==> src/rtl/dcache_ctrl_if.sv <==
// dcache_ctrl_if: CPU / cache-SRAM / main-memory bus bundle of the data-cache controller.
//   cpu_*  : pipeline request (req/we/addr/wdata in, rdata/ready out of the controller)
//   sram_* : single-port data SRAM (addr/wdata/we out, rdata in, combinational read)
//   mem_*  : main-memory req/ack handshake (req/we/addr/wdata out, rdata/ack in)
//   master : controller side, slave : environment side
interface dcache_ctrl_if #(
   parameter int AW  = 32,
   parameter int IDX = 4
);
   logic           cpu_req;
   logic           cpu_we;
   logic [AW-1:0]  cpu_addr;
   logic [31:0]    cpu_wdata;
   logic [31:0]    cpu_rdata;
   logic           cpu_ready;
   logic [IDX-1:0] sram_addr;
   logic [31:0]    sram_wdata;
   logic           sram_we;
   logic [31:0]    sram_rdata;
   logic           mem_req;
   logic           mem_we;
   logic [AW-1:0]  mem_addr;
   logic [31:0]    mem_wdata;
   logic [31:0]    mem_rdata;
   logic           mem_ack;
   modport master (
      input  cpu_req, cpu_we, cpu_addr, cpu_wdata, sram_rdata, mem_rdata, mem_ack,
      output cpu_rdata, cpu_ready, sram_addr, sram_wdata, sram_we, mem_req, mem_we, mem_addr, mem_wdata
   );
   modport slave (
      output cpu_req, cpu_we, cpu_addr, cpu_wdata, sram_rdata, mem_rdata, mem_ack,
      input  cpu_rdata, cpu_ready, sram_addr, sram_wdata, sram_we, mem_req, mem_we, mem_addr, mem_wdata
   );
endinterface

==> src/rtl/dcache_ctrl.sv <==
// dcache_ctrl: direct-mapped, write-through, no-write-allocate data-cache controller.
//   clk, rst           : clock, asynchronous active-high reset
//   i_flush            : invalidate all lines (IDLE with no request only)
//   bus (master)       : CPU request, cache data SRAM and main-memory handshake
//   o_hit_cnt/miss_cnt : wrapping performance counters, one count per access
module dcache_ctrl #(
   parameter int DEPTH = 16,
   parameter int AW    = 32
) (
   input  logic          clk,
   input  logic          rst,
   input  logic          i_flush,
   dcache_ctrl_if.master bus,
   output logic [31:0]   o_hit_cnt,
   output logic [31:0]   o_miss_cnt
);
   localparam int IDX = $clog2(DEPTH);
   localparam int TW  = AW - IDX - 2;
   typedef enum logic [1:0] {IDLE, RD_MISS, WR_THRU} state_t;
   state_t         r_state, w_next;
   logic [DEPTH-1:0] r_valid;
   logic [TW-1:0]  r_tag [DEPTH];
   logic [AW-1:0]  r_addr;
   logic [31:0]    r_wdata, r_hit_cnt, r_miss_cnt;
   logic [IDX-1:0] w_idx;
   logic [TW-1:0]  w_tag;
   logic           w_hit, w_detect, w_fill;
   assign w_idx    = bus.cpu_addr[IDX+1:2];
   assign w_tag    = bus.cpu_addr[AW-1:IDX+2];
   assign w_hit    = r_valid[w_idx] && r_tag[w_idx] == w_tag;
   assign w_detect = r_state == IDLE && bus.cpu_req;
   assign w_fill   = r_state == RD_MISS && bus.mem_ack;
   assign o_hit_cnt  = r_hit_cnt;
   assign o_miss_cnt = r_miss_cnt;
   always_ff @(posedge clk or posedge rst) begin
      if (rst) r_state <= IDLE;
      else     r_state <= w_next;
   end
   always_comb begin
      w_next = r_state;
      case (r_state)
         IDLE:             if (bus.cpu_req) w_next = bus.cpu_we ? WR_THRU : (w_hit ? IDLE : RD_MISS);
         RD_MISS, WR_THRU: if (bus.mem_ack) w_next = IDLE;
         default:          w_next = IDLE;
      endcase
   end
   // A refill writes the returning word into the SRAM and forwards it to the CPU in the same cycle.
   always_comb begin
      bus.sram_addr  = w_idx;
      bus.sram_we    = (w_detect && bus.cpu_we && w_hit) || w_fill;
      bus.sram_wdata = w_fill ? bus.mem_rdata : bus.cpu_wdata;
      bus.cpu_rdata  = w_fill ? bus.mem_rdata : bus.sram_rdata;
      bus.cpu_ready  = (w_detect && !bus.cpu_we && w_hit) || (r_state != IDLE && bus.mem_ack);
      bus.mem_req    = r_state != IDLE;
      bus.mem_we     = r_state == WR_THRU;
      bus.mem_addr   = r_addr;
      bus.mem_wdata  = r_wdata;
   end
   always_ff @(posedge clk or posedge rst) begin
      if (rst) begin
         r_valid    <= '0;
         r_addr     <= '0;
         r_wdata    <= '0;
         r_hit_cnt  <= '0;
         r_miss_cnt <= '0;
      end else begin
         if (w_detect) begin
            r_addr  <= bus.cpu_addr & ~AW'(3);
            r_wdata <= bus.cpu_wdata;
            if (w_hit) r_hit_cnt  <= r_hit_cnt + 32'd1;
            else       r_miss_cnt <= r_miss_cnt + 32'd1;
         end
         if (r_state == IDLE && !bus.cpu_req && i_flush) r_valid <= '0;
         else if (w_fill)                                r_valid[w_idx] <= 1'b1;
      end
   end
   // Tags are never reset; a cleared valid bit is enough to force a miss.
   always_ff @(posedge clk) begin
      if (w_fill) r_tag[w_idx] <= w_tag;
   end
endmodule

==> src/flat_wrapper.sv <==
// flat-port wrapper written by rule: the top's interface ports become plain ports
module dcache_ctrl_flat 
#(
   parameter int DEPTH = 16,
   parameter int AW    = 32
)
  (clk, rst, i_flush, o_hit_cnt, o_miss_cnt, bus_cpu_req, bus_cpu_we, bus_cpu_addr, bus_cpu_wdata, bus_sram_rdata, bus_mem_rdata, bus_mem_ack, bus_cpu_rdata, bus_cpu_ready, bus_sram_addr, bus_sram_wdata, bus_sram_we, bus_mem_req, bus_mem_we, bus_mem_addr, bus_mem_wdata);
  dcache_ctrl_if #(.AW(AW), .IDX(4)) bus_i ();
  input  logic clk;
  input  logic rst;
  input  logic i_flush;
  output logic [31:0] o_hit_cnt;
  output logic [31:0] o_miss_cnt;
  input wire logic [$bits(bus_i.cpu_req)-1:0] bus_cpu_req;
  input wire logic [$bits(bus_i.cpu_we)-1:0] bus_cpu_we;
  input wire logic [$bits(bus_i.cpu_addr)-1:0] bus_cpu_addr;
  input wire logic [$bits(bus_i.cpu_wdata)-1:0] bus_cpu_wdata;
  input wire logic [$bits(bus_i.sram_rdata)-1:0] bus_sram_rdata;
  input wire logic [$bits(bus_i.mem_rdata)-1:0] bus_mem_rdata;
  input wire logic [$bits(bus_i.mem_ack)-1:0] bus_mem_ack;
  output wire logic [$bits(bus_i.cpu_rdata)-1:0] bus_cpu_rdata;
  output wire logic [$bits(bus_i.cpu_ready)-1:0] bus_cpu_ready;
  output wire logic [$bits(bus_i.sram_addr)-1:0] bus_sram_addr;
  output wire logic [$bits(bus_i.sram_wdata)-1:0] bus_sram_wdata;
  output wire logic [$bits(bus_i.sram_we)-1:0] bus_sram_we;
  output wire logic [$bits(bus_i.mem_req)-1:0] bus_mem_req;
  output wire logic [$bits(bus_i.mem_we)-1:0] bus_mem_we;
  output wire logic [$bits(bus_i.mem_addr)-1:0] bus_mem_addr;
  output wire logic [$bits(bus_i.mem_wdata)-1:0] bus_mem_wdata;
  assign bus_i.cpu_req = bus_cpu_req;
  assign bus_i.cpu_we = bus_cpu_we;
  assign bus_i.cpu_addr = bus_cpu_addr;
  assign bus_i.cpu_wdata = bus_cpu_wdata;
  assign bus_i.sram_rdata = bus_sram_rdata;
  assign bus_i.mem_rdata = bus_mem_rdata;
  assign bus_i.mem_ack = bus_mem_ack;
  assign bus_cpu_rdata = bus_i.cpu_rdata;
  assign bus_cpu_ready = bus_i.cpu_ready;
  assign bus_sram_addr = bus_i.sram_addr;
  assign bus_sram_wdata = bus_i.sram_wdata;
  assign bus_sram_we = bus_i.sram_we;
  assign bus_mem_req = bus_i.mem_req;
  assign bus_mem_we = bus_i.mem_we;
  assign bus_mem_addr = bus_i.mem_addr;
  assign bus_mem_wdata = bus_i.mem_wdata;
  dcache_ctrl #(.DEPTH(DEPTH), .AW(AW)) u_core (.clk(clk), .rst(rst), .i_flush(i_flush), .bus(bus_i), .o_hit_cnt(o_hit_cnt), .o_miss_cnt(o_miss_cnt));
endmodule
==> config.mk <==
export PLATFORM = sky130hd
export DESIGN_NAME = dcache_ctrl_flat
export DESIGN_NICKNAME = d
export VERILOG_FILES = /design/src/rtl/dcache_ctrl_if.sv /design/src/rtl/dcache_ctrl.sv /design/src/flat_wrapper.sv
export SDC_FILE = /design/constraint.sdc
export NUM_CORES = 1
export LEC_CHECK = 0
export CORE_ASPECT_RATIO = 0.5
export CORE_MARGIN = 3
export CORE_UTILIZATION = 50
export CTS_BUF_LIST = sky130_fd_sc_hd__clkbuf_8
export CTS_CLUSTER_DIAMETER = 120
export DETAILED_ROUTE_END_ITERATION = 7
export GPL_ROUTABILITY_DRIVEN = 1
export GPL_TIMING_DRIVEN = 0
export PLACE_DENSITY_LB_ADDON = 0.12
export REMOVE_ABC_BUFFERS = 1
export SLEW_MARGIN = 20
export SYNTH_ARGS = -nofsm -noshare
export SYNTH_HDL_FRONTEND = slang
export SYNTH_SLANG_ARGS = --single-unit
==> constraint.sdc <==
create_clock -name clk -period 11.25 [get_ports clk]
set_input_delay 2.25 -clock clk [delete_from_list [all_inputs] [get_ports clk]]
set_output_delay 2.25 -clock clk [all_outputs]
set_load 0.01 [all_outputs]
* Yosys cells after proc, flatten, opt, wreduce, memory -nomap -nowiden
Memory sizes are Yosys's and may differ from the RTL's.
Index checks and enable logic that the tools add are counted.
** Word-level totals
- Register bits :: 144
- Memory bits (writable) :: 416
- Bits of input ports :: 134
- Memories :: 1
** Cells by class
- Add/sub/neg operators :: 2
- Order comparisons :: 2
- Equal/unequal tests :: 5
- Muxes and demuxes :: 15
- Bitwise operators :: 2
- Reductions and logical operators :: 22
** Memory list
- u_core.r_tag :: words 16, bits a word 26, rd ports 1, clocked after memory_dff 0, wr ports 1, line dcache_ctrl.sv:22 : logic [TW-1:0] r_tag [DEPTH];
** Operators with widths (count)
- $add 32x1->32 const B :: 2
- $mux 32 :: 2
- $mux 16 :: 2
- $eq 26x26->1 :: 1
- $or 16x16->16 :: 1
- $logic_and 1x1->1 :: 11
- $mux 2 :: 3
- $reduce_and 2->1 :: 3
- $lt 4x5->1 const B :: 1
- $mux 1 :: 5
- $bmux 1 s4 :: 1
- $demux 1 s4 :: 1
- $ge 4x1->1 const B :: 1
- $ne 2x2->1 const B :: 2
- $pmux 2 s2 :: 1
- $reduce_bool 2->1 :: 2
- $eq 2x1->1 const B :: 1
- $eq 2x2->1 const B :: 1
- $logic_not 1->1 :: 2
- $logic_not 2->1 :: 1
- $logic_or 1x1->1 :: 2
- $reduce_or 2->1 :: 1
- $not 1->1 :: 1

* Logic depth before layout (Yosys ltp)
- Depth in word-level cells :: 7
- Mapped depth :: 15
- Gate-level depth less buffers :: 9

* Least setup slack after synthesis
Ideal clock, no wire load.
- Path kind :: input to output
- From :: input bus_cpu_addr[5]
- To :: output bus_sram_we
- Data arrival time :: 5.002 ns
- Slack :: 3.998 ns
- Cell stages on the path :: 12
- Cell sequence :: buf_2 buf_2 clkbuf_1 mux4_2 mux2i_1 xor2_1 nand3_1 nor3_1 o22ai_1 nor4_4 nand2_2 o21ai_0
** On the way
- Cells in the longest elaborated chain, start to end :: 5
- Elaborated cells on any way between the ends :: 7
- Classes of those cells :: 1 x eq/ne; 2 x mux; 3 x reduce/logical; 1 x memory
** RTL lines
- from (decl) :: line flat_wrapper.sv:16 : input wire logic [$bits(bus_i.cpu_addr)-1:0] bus_cpu_addr;
- $mem_v2 16x26 / $bmux 1 s4 (equally long branches)
- $eq 26x26->1 / $mux 1 (equally long branches) :: line dcache_ctrl.sv:30 : assign w_hit = r_valid[w_idx] && r_tag[w_idx] == w_tag;
- $logic_and 1x1->1 * :: line dcache_ctrl.sv:30
- $logic_and 1x1->1 * :: line dcache_ctrl.sv:50 : bus.sram_we = (w_detect && bus.cpu_we && w_hit) || w_fill;
- $logic_or 1x1->1 * :: line dcache_ctrl.sv:50
- to (decl) :: line flat_wrapper.sv:25 : output wire logic [$bits(bus_i.sram_we)-1:0] bus_sram_we;
Mark *: on every way between the ends. The rest lies on a longest branch, timed or not. The select of a mux whose other input is x is not followed.

* Final worst setup path
- From :: input bus_cpu_addr[3]
- To :: output bus_sram_we
The elaborated chain is that of the path after synthesis.

==> summary.md <==
| Metric | Value |
|---|---|
| Status | finished, final reports clean |
| Setup Buffers After CTS | 0 |
| Hold buffers post-CTS | 0 |
| Post-Synth Simple-Gate Area | 0.100 |
| Top-count cell post-synth | edfxtp_1 |
| Io pins | 334 |
| GRT overflow | 0 |
| TritonCTS clock tree | built |
| Mapped Cells | 1573 |
| Horiz. Die Dim | 313 um |
| Placed insts | 2489 |
| Worst-path maximum fanout | 77 |
| Tightest Pin Transition | 1.04 ns |
| CP Class | input port to output pin |
| Gpl congestion | 0.894 |
| Top_reg_cell synth | edfxtp_1 |
| CTS buffer count | 79 |
| ANT nets after route | 0 |
| Router iterations before antenna repair | 8 |
| H-tree depth | 3 |
| Multi-input logic area | 0.00694 sq mm |
| Overall power | 5.02 mW |
| Number of global-route vias before repair | 15090 |
| WL final | 64200 um |
| Largest family of logic cells by synthesized area | multiplexers |
| Average cell area after synthesis | 14.9 sq um |
| Fillers | 3405 |
| Post-synthesis xor/xnor area fraction | 0.0343 |
| Worst hold path type | flip-flop to flip-flop |
| Synth top area share | 0.531 |
| Post-route insts no fill | 2635 |
| Worst r2r path cells | 11 |
| Seq/Total Area, Yosys | 0.685 |
| Adder-Cell Fraction of Synth Area | 0.00266 |
| Total track usage | 0.257 |
| Largest cells by area after synthesis | edfxtp_1, dfrtp_1, mux4_2, nand2_1, mux2i_1 |
| Commonest cells post-synth | edfxtp_1, nand2_1, dfrtp_1 |
| FMAX | 113 MHz |
| Clk root buf | clkbuf_8 |
| Worst EP arrival | 6.63 ns |
| FF+latch count, synth | 560 |
| WHS Path Cells | 2 |
| Drc violations | 0 |
| Post-synth EDFFs | 416 |
| Layout area overhead | 24.9% |
| Pre-CTS WS | 2.37 ns |
| Post-detailed-route wirelength per cell | 24.4 um |
| Skew-Pair Late Insertion Delay | 0.65 ns |
| Final Skew | 0.0374 ns |
| LEAKAGE | 11.2 nW |
| Setup crit start kind | input port |
| Count of cell types in the netlist | 65 |
| Slew HR | 0.289 |
| Worst-path clk slew | 0.06 ns |
| Initial antenna violation count | 9 |
| Global-route wire length before repair | 96100 um |
| FP Rows | 55 |
| Via/cell ratio | 5.66 |
| Hold Fails Final Rpt | 0 |
| Fraction of layout instances using a drive strength above 1 | 0.136 |
| Die Ht | 159 um |
| Fin nets | 2082 |
| Setup tns final | 0 ns |
| Post-route setup slack | 2.37 ns |
| TritonCTS sink count | 560 |
| Via count | 14920 |
| Reg-to-reg startpoint | u_core.r_tag[10][9] |
| Slowest CP cell | clkdlybuf4s50_1 |
| Worst endpoint required time | 9.00 ns |
| Slew Viols, Final | 0 |
| Mux share of post-synthesis cell area | 0.122 |
| FF/Latch Area | 0.0161 sq mm |
| Largest net degree at the start of global routing | 88 |
| Fin crit share | 0.789 |
| Max incr delay on CP | 0.64 ns |
| Compound-Gate Fraction of Synth Area | 0.0297 |
| Share of synthesized flip-flops with an asynchronous set or reset | 0.257 |
| First DRT Iteration DRCs | 1358 |
| Post-CTS sizing | 0 |
| CP endpoint kind | output pin |
| Biggest area consumer among synthesized cells | edfxtp_1 |
| I/O Buffers | 329 |
| Min cycle time layout | 8.88 ns |
| DP HPWL | 43100 um |
| Longest Clk Path Bufs | 3 |
| Post-Syn Area | 0.0235 sq mm |
| Hold EP | u_core.bus.mem_wdata[3] |
| Core ar. | 0.0458 sq mm |
| Die ar. | 0.0498 sq mm |
| RSZ-0062 raised after global routing | no |
| Peak VDD IR | 0.0864 mV |
| # setup viols final | 0 |
| Power density cells | 171 mW/mm^2 |
| Synth Warn # | 0 |
| Hold Path Origin | u_core.bus.mem_wdata[3] |
| Max cap viols | 0 |
| Cell-by-cell trace of the critical path | buf_8 -> buf_16 -> mux4_2 -> mux2i_1 -> xnor2_1 -> or3_1 -> a2111oi_2 -> o2111ai_1 -> nor4_4 -> buf_6 -> nand2_2 -> o21ai_0 -> clkdlybuf4s50_1 |
| Starting Density | 0.513 |
| Reg2Reg Setup Slack | 7.49 ns |
| R2r endpoint | u_core.o_miss_cnt[1] |
registers in the layout, indices dropped and copies added (netlist names):
signal / flops
u_core.o_hit_cnt: 32
u_core.o_miss_cnt: 32
u_core.bus.mem_wdata: 32
u_core.r_tag: 416
u_core.bus.mem_addr: 30
u_core.r_state: 2
u_core.r_valid: 16
critical path: cells and delay by family:
family | cells | cell delay, ns
AND/OR/NAND/NOR | 3 | 0.73
XOR/XNOR | 1 | 0.11
multiplexers | 2 | 0.75
buffers and inverters | 4 | 1.75
AO/OA/AOI/OAI | 3 | 0.91
worst max-delay path by stage:
stage	to	start	slack, ns	cells after the start
global placement	bus_sram_we	bus_cpu_addr[3]	-6.37	10
floorplan	bus_sram_we	bus_cpu_addr[2]	2.79	9
global route	bus_sram_we	bus_cpu_addr[3]	2.12	13
detailed placement	bus_sram_we	bus_cpu_addr[3]	2.37	13
finish	bus_sram_we	bus_cpu_addr[3]	2.37	13
CTS	bus_sram_we	bus_cpu_addr[3]	2.34	13
cell usage in the layout (no fill, tap or decap), types with 8 or more instances in the layout:
cell	count
inv_1	51
dfrtp_1	144
o21ai_0	18
a22oi_1	13
o21a_1	16
xnor2_1	52
clkbuf_8	85
edfxtp_1	416
nand4_1	17
nor2_1	20
nor2_4	12
buf_6	8
nor3_1	21
mux4_2	92
buf_4	17
clkinv_1	16
nor4_1	12
nand3_1	37
nand2_1	359
buf_16	15
and3_1	29
mux2i_1	72
xor2_1	40
clkdlybuf4s50_1	325
through the flow:
stage                     area (sq um)  utilization  hold slack (ns)
after floorplan                  23000            -            0.459
after global placement           27100        0.591            0.457
after detailed placement         27900        0.609            0.462
after CTS                        29300        0.640            0.476
after global routing             29400        0.640            0.486
final                            29400        0.640            0.474
metal layers:
layer / vias to the layer above / part of all wire / track usage
met4: 12 / 0.020 / 0.0629
met1: 7586 / 0.41 / 0.346
li1: 6590 / - / -
met3: 113 / 0.093 / 0.0862
met2: 619 / 0.48 / 0.409
met5: - / 0.0012 / 0
power by group:
| part | switching (mW) | internal, mW |
|---|---|---|
| combinational | 0.573 | 0.516 |
| clock | 0.771 | 0.702 |
| sequential | 0.0861 | 2.37 |
area by class of cell:
cell class                      count  area share
Timing Repair Buffer              372       0.136
Inverter                           23     0.00328
Clock buffer                       85      0.0399
Clock inverter                     59     0.00895
Antenna cell                        2    0.000170
Multi-Input combinational cell    907       0.236
Tap cell                          627      0.0267
Sequential cell                   560       0.548
cell families after synthesis:
| family | count (synthesis) |
|---|---|
| buffers and inverters | 107 |
| adders and majority gates | 5 |
| and+or+nand+nor | 542 |
| AOI/OAI and AO/OA | 95 |
| xor gates and xnor gates | 92 |
| muxes | 171 |
| other | 1 |
| DFF | 560 |
(Power assumes the default switching activity.)
